--- config.mk ---
export PLATFORM = sky130hd
export DESIGN_NAME = ctrl_decode_stage
export DESIGN_NICKNAME = d
export VERILOG_FILES = /design/src/rtl/ctrl_pkg.sv /design/src/rtl/ctrl_decode_stage_decode.sv /design/src/rtl/ctrl_decode_stage.sv
export SDC_FILE = /design/constraint.sdc
export NUM_CORES = 1
export LEC_CHECK = 0
export CELL_PAD_IN_SITES_DETAIL_PLACEMENT = 0
export CELL_PAD_IN_SITES_GLOBAL_PLACEMENT = 1
export CORE_MARGIN = 3
export CORE_UTILIZATION = 35
export DETAILED_ROUTE_END_ITERATION = 8
export HOLD_SLACK_MARGIN = 0.05
export MAX_ROUTING_LAYER = met4
export PLACE_DENSITY = 0.92
export REMOVE_ABC_BUFFERS = 1
export SLEW_MARGIN = 10
export SYNTH_ARGS = -nofsm -noshare
export SYNTH_HDL_FRONTEND = slang
export SYNTH_HIERARCHICAL = 1
export SYNTH_SLANG_ARGS = --single-unit
--- constraint.sdc ---
create_clock -name clk -period 2.31 [get_ports clk]
set_input_delay 0.5775 -clock clk [delete_from_list [all_inputs] [get_ports clk]]
set_output_delay 0.5775 -clock clk [all_outputs]
set_load 0.05 [all_outputs]
--- src/rtl/ctrl_pkg.sv ---
// Shared encodings for the ID-stage control decoder: opcodes, ALU ops,
// FSM states and the packed control bundle carried into EX.
package ctrl_pkg;

  localparam logic [6:0] OP_R      = 7'b0110011;
  localparam logic [6:0] OP_IMM    = 7'b0010011;
  localparam logic [6:0] OP_LOAD   = 7'b0000011;
  localparam logic [6:0] OP_STORE  = 7'b0100011;
  localparam logic [6:0] OP_BRANCH = 7'b1100011;
  localparam logic [6:0] OP_JAL    = 7'b1101111;
  localparam logic [6:0] OP_JALR   = 7'b1100111;
  localparam logic [6:0] OP_LUI    = 7'b0110111;
  localparam logic [6:0] OP_AUIPC  = 7'b0010111;

  localparam logic [6:0] F7_MULDIV = 7'b0000001;

  localparam logic [3:0] ALU_ADD    = 4'b0000;
  localparam logic [3:0] ALU_BRANCH = 4'b0100;

  typedef enum logic {
    ST_RUN      = 1'b0,
    ST_MUL_WAIT = 1'b1
  } state_t;

  typedef struct packed {
    logic       reg_we;
    logic       mem_we;
    logic       alu_imm;
    logic       jump;
    logic       jalr;
    logic       blt;
    logic       bge;
    logic       lui;
    logic       auipc;
    logic       lw;
    logic       muldiv;
    logic [3:0] alu_ctrl;
    logic [4:0] rd;
  } ctrl_bundle_t;

endpackage

--- src/rtl/ctrl_decode_stage_decode.sv ---
// Combinational decode of one RV32 instruction into the EX control bundle,
// plus which source registers it reads and whether the encoding is unsupported.
module ctrl_decode
  import ctrl_pkg::*;
#(
  parameter int INST_W    = 32,
  parameter bit EN_MULDIV = 1'b1
) (
  input  logic [INST_W-1:0] inst,
  output ctrl_bundle_t      ctrl,
  output logic [4:0]        rs1,
  output logic [4:0]        rs2,
  output logic              rs1_used,
  output logic              rs2_used,
  output logic              illegal
);

  logic [6:0] opcode;
  logic [2:0] f3;
  logic [6:0] f7;

  assign opcode = inst[6:0];
  assign f3     = inst[14:12];
  assign f7     = inst[31:25];
  assign rs1    = inst[19:15];
  assign rs2    = inst[24:20];

  always_comb begin
    ctrl     = '0;
    rs1_used = 1'b0;
    rs2_used = 1'b0;
    illegal  = 1'b0;
    case (opcode)
      OP_R: begin
        if (f7 == F7_MULDIV) begin
          if (EN_MULDIV) begin
            ctrl.reg_we   = 1'b1;
            ctrl.muldiv   = 1'b1;
            ctrl.alu_ctrl = {1'b1, f3};
            rs1_used      = 1'b1;
            rs2_used      = 1'b1;
          end else begin
            illegal = 1'b1;
          end
        end else begin
          ctrl.reg_we   = 1'b1;
          ctrl.alu_ctrl = {f7[5], f3};
          rs1_used      = 1'b1;
          rs2_used      = 1'b1;
        end
      end
      OP_IMM: begin
        ctrl.reg_we   = 1'b1;
        ctrl.alu_imm  = 1'b1;
        ctrl.alu_ctrl = {(f3 == 3'b101) ? f7[5] : 1'b0, f3};
        rs1_used      = 1'b1;
      end
      OP_LOAD: begin
        ctrl.reg_we  = 1'b1;
        ctrl.alu_imm = 1'b1;
        ctrl.lw      = 1'b1;
        rs1_used     = 1'b1;
      end
      OP_STORE: begin
        ctrl.mem_we  = 1'b1;
        ctrl.alu_imm = 1'b1;
        rs1_used     = 1'b1;
        rs2_used     = 1'b1;
      end
      OP_BRANCH: begin
        if (f3 == 3'b100 || f3 == 3'b101) begin
          ctrl.alu_ctrl = ALU_BRANCH;
          ctrl.blt      = (f3 == 3'b100);
          ctrl.bge      = (f3 == 3'b101);
          rs1_used      = 1'b1;
          rs2_used      = 1'b1;
        end else begin
          illegal = 1'b1;
        end
      end
      OP_JAL: begin
        ctrl.jump   = 1'b1;
        ctrl.reg_we = 1'b1;
      end
      OP_JALR: begin
        ctrl.jalr    = 1'b1;
        ctrl.reg_we  = 1'b1;
        ctrl.alu_imm = 1'b1;
        rs1_used     = 1'b1;
      end
      OP_LUI: begin
        ctrl.lui    = 1'b1;
        ctrl.reg_we = 1'b1;
      end
      OP_AUIPC: begin
        ctrl.auipc  = 1'b1;
        ctrl.reg_we = 1'b1;
      end
      default: illegal = 1'b1;
    endcase
    // rd is only meaningful for writers; stores/branches reuse those bits as immediate
    if (ctrl.reg_we) ctrl.rd = inst[11:7];
  end

endmodule

--- src/rtl/ctrl_decode_stage.sv ---
// ID/EX control register with load-use hazard, branch flush, external freeze
// and a MUL/DIV occupancy hold; drives the IF/ID stall.
//   state       | meaning
//   ST_RUN      | EX register loads each cycle (bundle or bubble)
//   ST_MUL_WAIT | multi-cycle MUL/DIV occupies EX; EX holds, ID stalls
module ctrl_decode_stage
  import ctrl_pkg::*;
#(
  parameter int INST_W     = 32,
  parameter int ALU_CTRL_W = 4,
  parameter bit EN_MULDIV  = 1'b1,
  parameter int MUL_LAT    = 3
) (
  input  logic                  clk,
  input  logic                  rst,
  input  logic [INST_W-1:0]     inst_i,
  input  logic                  inst_valid_i,
  input  logic                  stall_ext_i,
  input  logic                  flush_i,
  output logic                  ex_valid_o,
  output logic                  ex_reg_we_o,
  output logic                  ex_mem_we_o,
  output logic                  ex_alu_imm_o,
  output logic                  ex_jump_o,
  output logic                  ex_jalr_o,
  output logic                  ex_blt_o,
  output logic                  ex_bge_o,
  output logic                  ex_lui_o,
  output logic                  ex_auipc_o,
  output logic                  ex_lw_o,
  output logic                  ex_muldiv_o,
  output logic [ALU_CTRL_W-1:0] ex_alu_ctrl_o,
  output logic [4:0]            ex_rd_o,
  output logic                  stall_id_o,
  output logic                  illegal_o
);

  localparam int CNT_W = (MUL_LAT > 1) ? $clog2(MUL_LAT) : 1;
  localparam logic [CNT_W-1:0] CNT_LOAD = CNT_W'(MUL_LAT - 1);
  localparam logic [CNT_W-1:0] CNT_ONE  = CNT_W'(1);

  ctrl_bundle_t     dec, ex_q, ex_d;
  logic             ex_valid_q, ex_valid_d;
  state_t           state_q, state_d;
  logic [CNT_W-1:0] cnt_q, cnt_d;
  logic             illegal_q, illegal_d;
  logic [4:0]       rs1, rs2;
  logic             rs1_used, rs2_used, dec_illegal, load_use;

  ctrl_decode #(
    .INST_W    (INST_W),
    .EN_MULDIV (EN_MULDIV)
  ) u_decode (
    .inst     (inst_i),
    .ctrl     (dec),
    .rs1      (rs1),
    .rs2      (rs2),
    .rs1_used (rs1_used),
    .rs2_used (rs2_used),
    .illegal  (dec_illegal)
  );

  assign load_use = inst_valid_i & ex_valid_q & ex_q.lw & (ex_q.rd != 5'd0) &
                    ((rs1_used & (ex_q.rd == rs1)) | (rs2_used & (ex_q.rd == rs2)));

  assign stall_id_o = stall_ext_i | (state_q == ST_MUL_WAIT) | load_use;

  always_comb begin
    ex_d       = ex_q;
    ex_valid_d = ex_valid_q;
    state_d    = state_q;
    cnt_d      = cnt_q;
    illegal_d  = illegal_q;
    if (stall_ext_i) begin
      ex_d = ex_q;
    end else if (flush_i) begin
      ex_d       = '0;
      ex_valid_d = 1'b0;
      state_d    = ST_RUN;
      cnt_d      = '0;
    end else if (state_q == ST_MUL_WAIT) begin
      cnt_d = cnt_q - CNT_ONE;
      if (cnt_q == CNT_ONE) state_d = ST_RUN;
    end else if (load_use) begin
      ex_d       = '0;
      ex_valid_d = 1'b0;
    end else if (inst_valid_i && !dec_illegal) begin
      ex_d       = dec;
      ex_valid_d = 1'b1;
      if (dec.muldiv && (MUL_LAT > 1)) begin
        state_d = ST_MUL_WAIT;
        cnt_d   = CNT_LOAD;
      end
    end else begin
      ex_d       = '0;
      ex_valid_d = 1'b0;
      if (inst_valid_i) illegal_d = 1'b1;
    end
  end

  always_ff @(posedge clk or posedge rst) begin
    if (rst) begin
      ex_q       <= '0;
      ex_valid_q <= 1'b0;
      state_q    <= ST_RUN;
      cnt_q      <= '0;
      illegal_q  <= 1'b0;
    end else begin
      ex_q       <= ex_d;
      ex_valid_q <= ex_valid_d;
      state_q    <= state_d;
      cnt_q      <= cnt_d;
      illegal_q  <= illegal_d;
    end
  end

  assign ex_valid_o    = ex_valid_q;
  assign ex_reg_we_o   = ex_q.reg_we;
  assign ex_mem_we_o   = ex_q.mem_we;
  assign ex_alu_imm_o  = ex_q.alu_imm;
  assign ex_jump_o     = ex_q.jump;
  assign ex_jalr_o     = ex_q.jalr;
  assign ex_blt_o      = ex_q.blt;
  assign ex_bge_o      = ex_q.bge;
  assign ex_lui_o      = ex_q.lui;
  assign ex_auipc_o    = ex_q.auipc;
  assign ex_lw_o       = ex_q.lw;
  assign ex_muldiv_o   = ex_q.muldiv;
  assign ex_alu_ctrl_o = ex_q.alu_ctrl;
  assign ex_rd_o       = ex_q.rd;
  assign illegal_o     = illegal_q;

endmodule

==> results.sh <==
export IMPL_status="complete, but fails checks"
export IMPL_violations="setup timing"
export IMPL_die_y_um=82.5
export IMPL_root_buffer="clkbuf_8"
export IMPL_finalMaxSlewViolations=0
export IMPL_drive_gt1_share_pct=23.3
export IMPL_r2r_start="ex_rd_o[4]"
export IMPL_critical_path_required_ns=1.73
export IMPL_first_pass_iters=4
export IMPL_drt_total_wl_um=6190
export IMPL_final_cells=389
export IMPL_htreeDepth=1
export IMPL_synth_edf_count=0
export IMPL_synthToLayoutAreaGrowth_pct=48.8
export IMPL_post_route_period_util_pct=111
export IMPL_cts_inserted_buffers=3
export IMPL_antenna_found_initial=0
export IMPL_final_cell_mix="48 x clkdlybuf4s50_1, 39 x buf_4, 25 x dfrtp_1"
export IMPL_synth_avg_cell_area_um2=8.68
export IMPL_drv_cap=0
export IMPL_path_cells="or4_4 -> o2111ai_4 -> inv_2 -> a211o_1 -> buf_12"
export IMPL_min_period_ns=2.57
export IMPL_clk_pin_slew_ns=0.10
export IMPL_antenna_left=0
export IMPL_drt_initial_drc_count=166
export IMPL_fin_hold_ws_ns=0.511
export IMPL_rsz0062_at_grt="true"
export IMPL_placed_cell_area_um2=2890
export IMPL_clk_path_buf_depth=2
export IMPL_layout_commonest_cell="clkdlybuf4s50_1"
export IMPL_crit_path_max_fanout=2
export IMPL_num_vias=2127
export IMPL_power_mw=0.928
export IMPL_slew_headroom_pct=66.0
export IMPL_skew_ns=0.00772
export IMPL_async_flop_share_pct=100
export IMPL_worstHoldPathCells=2
export IMPL_clock_sinks=25
export IMPL_synth_cells=236
export IMPL_viasPerCell=5.47
export IMPL_clock_latency_ns=0.27
export IMPL_end_kind="primary output"
export IMPL_dp_cells=377
export IMPL_worst_path_buf_inv=2
export IMPL_hp_class="register to register"
export IMPL_synth_seq_area_share_pct=30.5
export IMPL_arrival_ns=2.00
export IMPL_r2r_end="cnt_q[0]"
export IMPL_synth_warnings=6
export IMPL_synth_top_cell_area_share_pct=30.5
export IMPL_reg2reg_depth=10
export IMPL_grt_pass1_wl_um=10000
export IMPL_p_leak_nw=1.24
export IMPL_ys_ff_latch=25
export IMPL_holdPathEnd="ex_muldiv_o"
export IMPL_p_per_area_nw_per_um2=304
export IMPL_reg2reg_slack_ns=0.10
export IMPL_cp_slowest_stage_delay_ns=0.55
export IMPL_yosys_top_cells_area="dfrtp_1 31%, a22oi_1 7.3%, nand3b_1 7.3%"
export IMPL_layout_setup_ws_ns=-0.264
export IMPL_synth_flop_cell="dfrtp_1"
export IMPL_grt_usage_pct=19.2
export IMPL_utilization_pct=54.7
export IMPL_tightest_slew_ns=0.509
export IMPL_final_hold_viol_count=0
export IMPL_num_rows=27
export IMPL_holdBufCountCts=0
export IMPL_grt_pass1_vias=2151
export IMPL_fmax_ghz=0.389
export IMPL_antennaDiodeCount=0
export IMPL_overflow=0
export IMPL_core_um2=5570
export IMPL_grt_max_degree=43
export IMPL_start_util_pct=36.8
export IMPL_hpwlAfterDp_um=4300
export IMPL_cts_tree="yes"
export IMPL_fin_area_um2=3050
export IMPL_io_pins=60
export IMPL_ir_drop_mv=0.242
export IMPL_synth_area_um2=2050
export IMPL_drc=0
export IMPL_cp_top_family="simple AND/OR/NAND/NOR gates"
export IMPL_die_x_um=82.5
export IMPL_num_nets_final=356
export IMPL_synth_top_area_cell="dfrtp_1"
export IMPL_setup_violations=1
export IMPL_port_buffers=59
export IMPL_min_from="ex_muldiv_o"
export IMPL_path_class="register to primary output"
export IMPL_wire_per_inst_um=15.9
export IMPL_gp_congestion=0.848
export IMPL_dieArea_um2=6810
export IMPL_slowest_stage="or4_4"
export IMPL_synthDistinctLibCells=57
export IMPL_cp_start_kind="register"
[worst max-delay path by stage]
stage | slack (ns) | from | cells after the start | end
final | -0.26 | ex_rd_o[4] | 5 | stall_id_o
after global routing | -0.33 | ex_rd_o[4] | 5 | stall_id_o
after detailed placement | -0.46 | inst_i[2] | 7 | stall_id_o
after CTS | -0.24 | ex_rd_o[4] | 5 | stall_id_o
after global placement | -0.48 | inst_i[2] | 7 | stall_id_o
after floorplan | -0.69 | inst_i[4] | 7 | ex_muldiv_o
[repair_timing]
item / CTS / global route
endpoints found under the setup margin: 4 / 5
buffers inserted: 8 / 4
endpoints found under the hold margin: 0 / 0
resized for setup: 14 / 13
pin swaps: 6 / 11
[worst register-to-register path, delay by kind of cell (launching register included)]
kind	cells	cell delay [ns]
DFF	1	0.39
buffers and inverters	7	0.76
AOI/OAI and AO/OA	2	0.41
and+or+nand+nor	1	0.55
[through the flow]
stage / setup TNS, ns / worst slack, ns
floorplan: -13.41 / -0.687
global placement: -5.69 / -0.478
detailed placement: -6.63 / -0.456
CTS: -0.238 / -0.238
global route: -0.368 / -0.326
finish: -0.264 / -0.264
[power by group]
group | switching, mW | internal [mW] | total (mW)
combinational | 0.0981 | 0.115 | 0.213
clock | 0.154 | 0.122 | 0.277
sequential | 0.000790 | 0.438 | 0.439
[Yosys cell counts (9+ instances only)]
cell / count
a22oi_1: 20
buf_4: 12
clkbuf_1: 12
dfrtp_1: 25
inv_1: 9
nand2_1: 9
nand3b_1: 20
nor2_1: 9
nor3b_1: 20
o21ai_0: 23
xnor2_1: 10
[sequential cells by signal, summed over array words and instances (netlist names)]
register / cells
ex_alu_imm_o: 1
ex_valid_o: 1
ex_blt_o: 1
state_q: 1
ex_lw_o: 1
ex_lui_o: 1
ex_bge_o: 1
ex_muldiv_o: 1
ex_reg_we_o: 1
illegal_o: 1
ex_mem_we_o: 1
ex_jump_o: 1
ex_rd_o: 5
ex_auipc_o: 1
ex_jalr_o: 1
cnt_q: 2
ex_alu_ctrl_o: 4
[kinds of logic (layout without fill, tap and decap cells)]
logic type,Yosys count,in the layout,synth area share (%)
simple gates,94,94,31.0
compound gates,67,67,23.4
buf+inv,39,120,10.3
flops,25,25,30.5
xor+xnor,10,10,4.27
fa+ha+maj,1,1,0.610
[per-layer routing]
| layer | vias up | part of all wire [%] | track usage (%) |
|---|---|---|---|
| li1 | 1021 | - | - |
| met1 | 1018 | 44 | 23.4 |
| met2 | 80 | 48 | 33.7 |
| met3 | 8 | 6.6 | 2.71 |
| met4 | 0 | 1.0 | 4.25 |
| met5 | - | 0 | - |
[final cells by class]
class / count / area (um^2)
clock buffer: 3 / 41.3
clock inverter: 1 / 7.51
fill: 499 / 2520
inverter: 10 / 37.5
multi-input combinational: 172 / 1260
sequential: 25 / 626
tap: 72 / 90.1
timing repair buffer: 106 / 986
(Power assumes the default switching activity.)
